===== src/rtl/muldiv_ctrl_pkg.sv =====
// Shared encodings and helpers for the HI/LO multiply/divide sequencer.
package muldiv_ctrl_pkg;

  typedef enum logic [1:0] {
    OP_MULT  = 2'd0,
    OP_MULTU = 2'd1,
    OP_DIV   = 2'd2,
    OP_DIVU  = 2'd3
  } md_op_e;

  typedef enum logic [1:0] {
    ST_IDLE = 2'd0,
    ST_MUL  = 2'd1,
    ST_DIV  = 2'd2,
    ST_DONE = 2'd3
  } md_state_e;

  // Operand signs captured at start; drive the final sign correction.
  typedef struct packed {
    logic sign_a;
    logic sign_b;
  } md_sign_t;

  localparam logic [5:0] EXE_MULT  = 6'h18;
  localparam logic [5:0] EXE_MULTU = 6'h19;
  localparam logic [5:0] EXE_DIV   = 6'h1A;
  localparam logic [5:0] EXE_DIVU  = 6'h1B;

  // Decoder mapping from SPECIAL funct to op_i.
  function automatic md_op_e md_funct_to_op(input logic [5:0] funct);
    md_op_e op;
    case (funct)
      EXE_MULTU: op = OP_MULTU;
      EXE_DIV:   op = OP_DIV;
      EXE_DIVU:  op = OP_DIVU;
      default:   op = OP_MULT;
    endcase
    return op;
  endfunction

  function automatic logic md_is_signed(input md_op_e op);
    return (op == OP_MULT) || (op == OP_DIV);
  endfunction

  function automatic logic md_is_div(input md_op_e op);
    return (op == OP_DIV) || (op == OP_DIVU);
  endfunction

endpackage


===== src/rtl/muldiv_ctrl_div_radix2.sv =====
// One restoring-division step: shift in the next dividend bit, trial-subtract.
module div_radix2 #(
  parameter int unsigned WIDTH = 32
) (
  input  logic [WIDTH-1:0] i_rem,
  input  logic [WIDTH-1:0] i_dq,
  input  logic [WIDTH-1:0] i_divisor,
  output logic [WIDTH-1:0] o_rem,
  output logic             o_qbit
);

  logic [WIDTH:0] w_shift;
  logic [WIDTH:0] w_diff;

  assign w_shift = {i_rem, i_dq[WIDTH-1]};
  assign w_diff  = w_shift - {1'b0, i_divisor};

  // Remainder stays below the divisor, so bit WIDTH of the difference is the borrow.
  assign o_qbit = ~w_diff[WIDTH];
  assign o_rem  = o_qbit ? w_diff[WIDTH-1:0] : w_shift[WIDTH-1:0];

endmodule


===== src/rtl/muldiv_ctrl.sv =====
// EX-stage MULT/MULTU/DIV/DIVU sequencer: stalls the pipe, runs the op, writes HI/LO once.
module muldiv_ctrl
  import muldiv_ctrl_pkg::*;
#(
  parameter int unsigned WIDTH   = 32,
  parameter int unsigned MUL_LAT = 2
) (
  input  logic             clk,
  input  logic             rst,
  input  logic             valid_i,
  input  logic [1:0]       op_i,
  input  logic [WIDTH-1:0] src_a,
  input  logic [WIDTH-1:0] src_b,
  input  logic             flush_i,
  output logic             stall_o,
  output logic             busy_o,
  output logic             hilo_we_o,
  output logic [WIDTH-1:0] hi_o,
  output logic [WIDTH-1:0] lo_o
);

  localparam int unsigned CNT_W = $clog2(WIDTH + MUL_LAT);
  localparam logic [CNT_W-1:0] DIV_LAST = CNT_W'(WIDTH - 1);
  localparam logic [CNT_W-1:0] MUL_LAST = CNT_W'(MUL_LAT - 1);

  md_state_e          r_state;
  md_state_e          w_state_nxt;
  logic [CNT_W-1:0]   r_cnt;
  md_sign_t           r_sign;
  logic [WIDTH-1:0]   r_a_raw;
  logic [WIDTH-1:0]   r_a_mag;
  logic [WIDTH-1:0]   r_b_mag;
  logic [WIDTH-1:0]   r_rem;
  logic [WIDTH-1:0]   r_dq;
  logic [WIDTH-1:0]   r_hi;
  logic [WIDTH-1:0]   r_lo;

  logic               w_start;
  logic               w_mul_done;
  logic               w_div_done;
  logic               w_stall;
  md_op_e             w_op;
  logic               w_signed;
  logic               w_sign_a;
  logic               w_sign_b;
  logic [WIDTH-1:0]   w_rem_nxt;
  logic               w_qbit;
  logic [WIDTH-1:0]   w_dq_nxt;
  logic [2*WIDTH-1:0] w_prod_mag;
  logic [2*WIDTH-1:0] w_prod;
  logic [WIDTH-1:0]   w_quo;
  logic [WIDTH-1:0]   w_rmd;
  logic               w_div_zero;

  assign w_op     = md_op_e'(op_i);
  assign w_signed = md_is_signed(w_op);
  assign w_sign_a = w_signed & src_a[WIDTH-1];
  assign w_sign_b = w_signed & src_b[WIDTH-1];

  // Next-state and control decode.
  always_comb begin
    w_state_nxt = r_state;
    w_start     = 1'b0;
    w_mul_done  = 1'b0;
    w_div_done  = 1'b0;
    w_stall     = 1'b0;
    case (r_state)
      ST_IDLE: begin
        if (valid_i && !flush_i) begin
          w_start     = 1'b1;
          w_stall     = 1'b1;
          w_state_nxt = md_is_div(w_op) ? ST_DIV : ST_MUL;
        end
      end
      ST_MUL: begin
        if (flush_i) begin
          w_state_nxt = ST_IDLE;
        end else begin
          w_stall = 1'b1;
          if (r_cnt == MUL_LAST) begin
            w_mul_done  = 1'b1;
            w_state_nxt = ST_DONE;
          end
        end
      end
      ST_DIV: begin
        if (flush_i) begin
          w_state_nxt = ST_IDLE;
        end else begin
          w_stall = 1'b1;
          if (r_cnt == DIV_LAST) begin
            w_div_done  = 1'b1;
            w_state_nxt = ST_DONE;
          end
        end
      end
      ST_DONE: w_state_nxt = ST_IDLE;
      default: w_state_nxt = ST_IDLE;
    endcase
  end

  // State register and iteration counter; the counter idles at zero.
  always_ff @(posedge clk) begin
    if (rst) begin
      r_state <= ST_IDLE;
      r_cnt   <= '0;
    end else begin
      r_state <= w_state_nxt;
      if (r_state == ST_MUL || r_state == ST_DIV) begin
        r_cnt <= r_cnt + CNT_W'(1);
      end else begin
        r_cnt <= '0;
      end
    end
  end

  div_radix2 #(.WIDTH(WIDTH)) u_div_step (
    .i_rem     (r_rem),
    .i_dq      (r_dq),
    .i_divisor (r_b_mag),
    .o_rem     (w_rem_nxt),
    .o_qbit    (w_qbit)
  );

  assign w_dq_nxt   = {r_dq[WIDTH-2:0], w_qbit};
  assign w_prod_mag = (2*WIDTH)'(r_a_mag) * (2*WIDTH)'(r_b_mag);
  assign w_prod     = (r_sign.sign_a ^ r_sign.sign_b) ? -w_prod_mag : w_prod_mag;
  assign w_div_zero = (r_b_mag == '0);
  assign w_quo      = (r_sign.sign_a ^ r_sign.sign_b) ? -w_dq_nxt : w_dq_nxt;
  assign w_rmd      = r_sign.sign_a ? -w_rem_nxt : w_rem_nxt;

  // Operand capture, divider iteration and result registers.
  always_ff @(posedge clk) begin
    if (rst) begin
      r_sign  <= '0;
      r_a_raw <= '0;
      r_a_mag <= '0;
      r_b_mag <= '0;
      r_rem   <= '0;
      r_dq    <= '0;
      r_hi    <= '0;
      r_lo    <= '0;
    end else begin
      if (w_start) begin
        r_sign  <= '{sign_a: w_sign_a, sign_b: w_sign_b};
        r_a_raw <= src_a;
        r_a_mag <= w_sign_a ? -src_a : src_a;
        r_b_mag <= w_sign_b ? -src_b : src_b;
        r_rem   <= '0;
        r_dq    <= w_sign_a ? -src_a : src_a;
      end else if (r_state == ST_DIV) begin
        r_rem <= w_rem_nxt;
        r_dq  <= w_dq_nxt;
      end
      if (w_mul_done) begin
        r_hi <= w_prod[2*WIDTH-1:WIDTH];
        r_lo <= w_prod[WIDTH-1:0];
      end else if (w_div_done) begin
        r_hi <= w_div_zero ? r_a_raw : w_rmd;
        r_lo <= w_div_zero ? '1 : w_quo;
      end
    end
  end

  assign stall_o   = w_stall;
  assign busy_o    = (r_state != ST_IDLE);
  assign hilo_we_o = (r_state == ST_DONE);
  assign hi_o      = r_hi;
  assign lo_o      = r_lo;

endmodule


===== config.mk =====
export PLATFORM = sky130hd
export DESIGN_NAME = muldiv_ctrl
export DESIGN_NICKNAME = d
export VERILOG_FILES = /design/src/rtl/muldiv_ctrl_pkg.sv /design/src/rtl/muldiv_ctrl_div_radix2.sv /design/src/rtl/muldiv_ctrl.sv
export SDC_FILE = /design/constraint.sdc
export NUM_CORES = 2
export LEC_CHECK = 0
export BUFFER_PORTS_ARGS = -buffer_cell sky130_fd_sc_hd__buf_2
export CAP_MARGIN = 20
export CORE_MARGIN = 10
export CORE_UTILIZATION = 41
export DETAILED_ROUTE_END_ITERATION = 8
export SETUP_SLACK_MARGIN = 0.2
export SLEW_MARGIN = 15
export SYNTH_ARGS = -nofsm -noshare
export SYNTH_HDL_FRONTEND = slang
export SYNTH_SLANG_ARGS = --single-unit

===== constraint.sdc =====
create_clock -name clk -period 9.98 [get_ports clk]
set_input_delay 0.998 -clock clk [delete_from_list [all_inputs] [get_ports clk]]
set_output_delay 0.998 -clock clk [all_outputs]
set_load 0.01 [all_outputs]

# Word-level counts from Yosys, hierarchy flattened
# Cells that the tools add are included.
# W data, S select, Z words.
# word_totals
in_bits	70
wordCells	80
regBits	234
# op_classes
mux	31
multipliers	1
n_addsub	7
reduce_logical	15
eq_ne	10
n_bitwise	5
# ops
cell	count
$mux W32	13
$neg A32 Y32	4
$mul A32 B32 Y64	1
$mux W64	1
$neg A64 Y64	1
$sub A33 B32 Y33	1
$logic_not A32 Y1	1
$mux W2	6
$mux W1	9
$eq A2 B2 Y1 const B	4
$pmux W2 S4	1
$add A6 B1 Y6 const B	1
$eq A6 B1 Y1 const B	1
$eq A6 B5 Y1 const B	1
$ne A3 B3 Y1 const B	2
$reduce_bool A2 Y1	3
$reduce_or A2 Y1	3
$logic_not A2 Y1	2
$logic_or A1 B1 Y1	3
$reduce_and A3 Y1	1
$and A1 B1 Y1	2
$eq A2 B1 Y1 const B	1
$ne A2 B2 Y1 const B	1
$not A1 Y1	2
4 further kinds	4

# Depth between registers and ports, before layout
# depth
word_depth	7
ltp_mapped	32

# Cells and area by module
# From an unflattened synthesis, not the netlist that was laid out.
# hier_totals
cells_unflattened	5904
hier_area_um2	49904.1
# modules_own_cells
module	area_each_um2	n_inst	cells_per_inst	seq_area_each_um2
muldiv_ctrl	47545.6	1	5599	4664.5
div_radix2	2358.5	1	305	0.0

# Least setup slack after synthesis
# Ideal clock, no wire load.
# synth_timing
path_kind	reg-to-reg
startpoint	reg r_b_mag[8]
endpoint	reg r_hi[15], in the netlist hi_o[15]
arrival_ns	8.065
synth_period_minus_slack_ns	8.168
setup_ns	0.103
setup_slack_ns	1.812
path_stages_with_launch	32
path_buffers	4
cell_sequence	dfxtp_1 clkbuf_1 clkbuf_1 nand2_1 fa_1 inv_1 fa_1 fa_1 inv_1 fa_1 inv_1 fa_1 inv_1 fa_1 inv_1 fa_1 fa_1 ha_1 buf_6 a21oi_2 o21ai_2 a21o_1 or4_4 a222oi_1 nand4_1 nor4_4 and2_1 buf_4 and3_4 nor2_1 xor2_1 a2111oi_2
# synth_via
elab_chain_cells	7
elab_cells_between_ends	11
classes_between	add/sub (3); mul (1); mux (6); reduce/logical (1)
# synth_lines
element	line	source
from (decl)	muldiv_ctrl.sv:32	logic [WIDTH-1:0] r_b_mag;
from (signal assigned)	muldiv_ctrl.sv:148	r_b_mag <= w_sign_b ? -src_b : src_b;
parallel branches: the longest is 6 deep, another holds $mul A32 B32 Y64	-	
$mux W32 (*)	muldiv_ctrl.sv:155	if (w_mul_done) begin
to (signal assigned)	muldiv_ctrl.sv:156	r_hi <= w_prod[2*WIDTH-1:WIDTH];
to (signal assigned)	muldiv_ctrl.sv:159	r_hi <= w_div_zero ? r_a_raw : w_rmd;
to (decl)	muldiv_ctrl.sv:35	logic [WIDTH-1:0] r_hi;
# Every way passes the cells marked *. The select of a mux whose other input is x is not followed.
# A chain may end at the register's enable or synchronous reset.

# Worst setup path in the final report
# layout_timing
startpoint	reg r_a_mag[17]
endpoint	reg r_hi[29], in the netlist hi_o[29]
# layout_via
elab_chain_cells	4
# layout_lines
element	line	source
from (decl)	muldiv_ctrl.sv:31	logic [WIDTH-1:0] r_a_mag;
from (signal assigned)	muldiv_ctrl.sv:147	r_a_mag <= w_sign_a ? -src_a : src_a;
$mul A32 B32 Y64 (*)	muldiv_ctrl.sv:126	assign w_prod_mag = (2*WIDTH)'(r_a_mag) * (2*WIDTH)'(r_b_mag);
$neg A64 Y64	muldiv_ctrl.sv:127	assign w_prod = (r_sign.sign_a ^ r_sign.sign_b) ? -w_prod_mag : w_prod_mag;
$mux W64 (*)	muldiv_ctrl.sv:127	
$mux W32 (*)	muldiv_ctrl.sv:155	
# Mark *: on every way between the ends. The rest lies on a longest branch, timed or not.

==> results.yml <==
outcome:
  status: "finished clean"
pwr:
  p_comb_share_pct: 75.1
  seq_power_share_pct: 14.5
  p_leak_nw: 25.1
  swShare_pct: 56.4
  p_int_mw: 4.15
  total_power_mw: 9.51
  netSwitchingPower_mw: 5.36
  power_density_nw_per_um2: 177
  ir_drop_mv: 0.383
  pwr-share-clk_pct: 10.4
hold_path:
  hold_path.class: "register to register"
die:
  rows: 128
  chipWidth_um: 369
  die_y_um: 369
  initial_utilization_pct: 41.1
  ioPinCount: 137
  die_area_um2: 136000
  core_um2: 122000
setup_path:
  start_kind: "register"
  crit_arrival_ns: 9.92
  cp_common_cell: "fa_1"
  required_ns: 10.43
  cpPeakStageDelay_ns: 0.63
  cp_slowest_cell: "dfxtp_1"
  critical_path_class: "register to register"
  worstPathMaxFanout: 21
  cp-end-kind: "register"
detailed_routing:
  drc_errors: 0
  dr.pass1.iters: 5
  drt-initial-drc-count: 3221
  viasPerCell: 5.48
  route.detailed.wl_per_inst_um: 21.4
  vias: 41200
  ant_nets: 0
  wirelength_um: 161000
placed_design:
  routabilityCongestion: 0.963
  port_buffers: 136
  dp_hpwl_um: 134000
  dp.cells: 7465
logic_synthesis:
  synth-async-reset-ratio_pct: 0
  syn-num-nets: 7190
  synth-edff-count: 0
  synth_seq_cells: 233
  ys.flop_type: "dfxtp_1"
  yosys_warnings: 0
  synth_cell_types: 101
  avgSynthCellArea_um2: 8.45
  syn_area_um2: 50000
  netlist_instances: 5916
  synth-seq-area-share_pct: 9.33
sta:
  final-setup-viol-count: 0
  fin_skew_ns: 0.0297
  finalSetupTns_ns: 0
  maxSlewHeadroom_pct: 21.7
  max_freq_ghz: 0.106
  hold_viol_final: 0
  worstMarginPinSlew_ns: 1.15
  slew_violations: 0
  holdWs_ns: 0.449
  post-route-min-period_ns: 9.47
  rsz0062_at_grt: "no"
  period_share_pct: 94.9
clock_network:
  clk_pin_slew_ns: 0.07
  clk_latency_ns: 0.60
  cts_buffer_depth: 3
  htree_num_levels: 1
  cts_tree: "yes"
  cts-root-buf: "clkbuf_16"
  clock-sinks: 233
  cts_hold_buf: 0
  cts_buffers: 28
grt:
  grt_pass1_vias: 42500
  grt_pass1_wl_um: 255000
  antenna_found_initial: 8
  grt_overflow: 0
  track_usage_pct: 23.5
  grt_max_degree: 75
job:
  maxCapViolCount: 0
layout:
  fin_nets: 7146
  drive_gt1_share_pct: 7.43
  fillers: 12100
  stdcell_count: 7513
  areaGrowthSynthToFinish_pct: 7.17
  post-route-util_pct: 44.1
## through the flow
step	cell area, um2	setup slack, ns
after floorplan	50000	1.81
after detailed placement	52700	0.141
after global routing	53600	0.206
after global placement	52600	0.156
after CTS	53500	0.402
final	53600	0.511
## synthesized netlist by cell type (8+ instances only)
cell       instances  share of area [%]
buf_2             16               0.16
xnor2_1          152                2.7
o211a_1           12               0.24
o21a_1            21               0.32
fa_1             897                 36
a211oi_1          74                1.1
o221ai_1          10               0.18
a211o_1            9               0.16
nand3b_1           8               0.12
mux2i_1           68                1.4
o22ai_1           50               0.63
a31o_2            10               0.18
dfxtp_1          233                9.3
or4_1             10               0.15
nand2_1          723                5.4
o21ai_0          157                1.6
a21oi_1          244                2.4
xor2_1            87                1.5
a311oi_1           9               0.16
o41ai_1            9               0.16
a31oi_1           36               0.45
nand4_1           39               0.49
nor4_1            29               0.36
or3_1             29               0.36
and4_1            12               0.21
and2_1           628                7.9
nor3_1            66               0.66
nand2b_1          23               0.29
nand3_1           43               0.43
a2111oi_0         20               0.35
ha_1             307                7.7
o21bai_1          13               0.20
o21ai_1           13               0.13
nor2_1           293                2.2
a21o_1            51               0.77
or2_2             15               0.19
and3_1            22               0.28
o31ai_1           30               0.45
clkbuf_1         337                2.5
o211ai_1          32               0.48
inv_1            923                6.9
## worst max-delay path, delay by kind of cell (launching register included)
family                     cells  cell delay (ns)
and+or+nand+nor                8             2.10
xor gates and xnor gates       1             0.17
muxes                          1             0.39
AOI/OAI and AO/OA              3             0.93
adders and majority gates      9             4.53
DFF                            1             0.63
buffers and inverters          4             0.54
## sequential cells by signal, indices dropped and copies added (netlist names)
| signal | count |
|---|---|
| hi_o | 32 |
| lo_o | 32 |
| r_a_raw | 32 |
| r_b_mag | 32 |
| r_dq | 32 |
| r_rem | 32 |
| r_a_mag | 31 |
| r_cnt | 6 |
| r_sign | 2 |
| r_state | 2 |
## power groups by stage
stage	clock network, mW	registers [mW]	logic [mW]
final	0.986	1.38	7.14
after global routing	1.03	1.40	7.74
after global placement	0	1.40	6.98
after detailed placement	0	1.40	6.95
after floorplan	0	1.20	4.95
after CTS	1.00	1.38	7.03
## layer usage
layer / share of wire, % / wire (um) / track usage (%) / vias up
met5: 0.022 / 36 / 0 / -
met1: 44 / 71500 / 32.8 / 20900
met2: 46 / 73900 / 38.0 / 1375
li1: - / - / - / 18700
met4: 3.4 / 5450 / 7.37 / 6
met3: 6.3 / 10200 / 2.78 / 236
## layout by cell type, fill, tap and decap left out, types with 17 or more instances in the layout
master     count
o21a_1        21
nor4_1        29
dfxtp_2       17
buf_2        135
a31oi_1       36
a211oi_1      73
and2_1       628
o22ai_1       50
dfxtp_1      216
o211ai_1      32
nand2b_1      22
nor2_1       289
xnor2_1      149
nand4_1       39
ha_1         306
a21oi_1      243
buf_4        146
inv_1        923
a2111oi_0     19
fa_1         897
xor2_1        85
nand3_1       43
or3_1         28
nand2_1      722
clkbuf_16     28
and3_1        22
o21ai_0      156
a21o_1        51
o31ai_1       30
mux2i_1       67
nor3_1        65
## kinds of logic after synthesis
kind of cell,count (synthesis),synth area share [%]
and+or+nand+nor,1980,19.7
buffers and inverters,1292,9.81
adders and majority gates,1204,43.6
AOI/OAI and AO/OA,891,11.8
xor gates and xnor gates,240,4.22
DFF,233,9.33
muxes,76,1.55
## worst paths after layout
path               to  cells past startpoint  slack, ns   startpoint
max          hi_o[29]                     26       0.51  r_a_mag[17]
min           lo_o[3]                      2       0.45      lo_o[3]
max reg2reg  hi_o[29]                     26       0.51  r_a_mag[17]
min reg2reg   lo_o[3]                      2       0.45      lo_o[3]
## timing repair
action | CTS | global route
setup buffers | 0 | 0
resized for setup | 6 | 21
setup endpoints to repair | 1 | 26
pin swaps | 0 | 0
## area by class of cell
type / count / area, um2 / share of cell area (%)
diodes: 3 / 7.51 / 0.0140
flip-flops and latches: 233 / 4690 / 8.74
multi-input cells: 4391 / 40600 / 75.7
clock inverters: 5 / 56.3 / 0.105
inverters: 925 / 3470 / 6.48
well taps: 1625 / 2030 / 3.79
repair buffers: 293 / 2000 / 3.73
clock buffers: 38 / 778 / 1.45
Note: power is estimated with default switching activity, not from simulation.
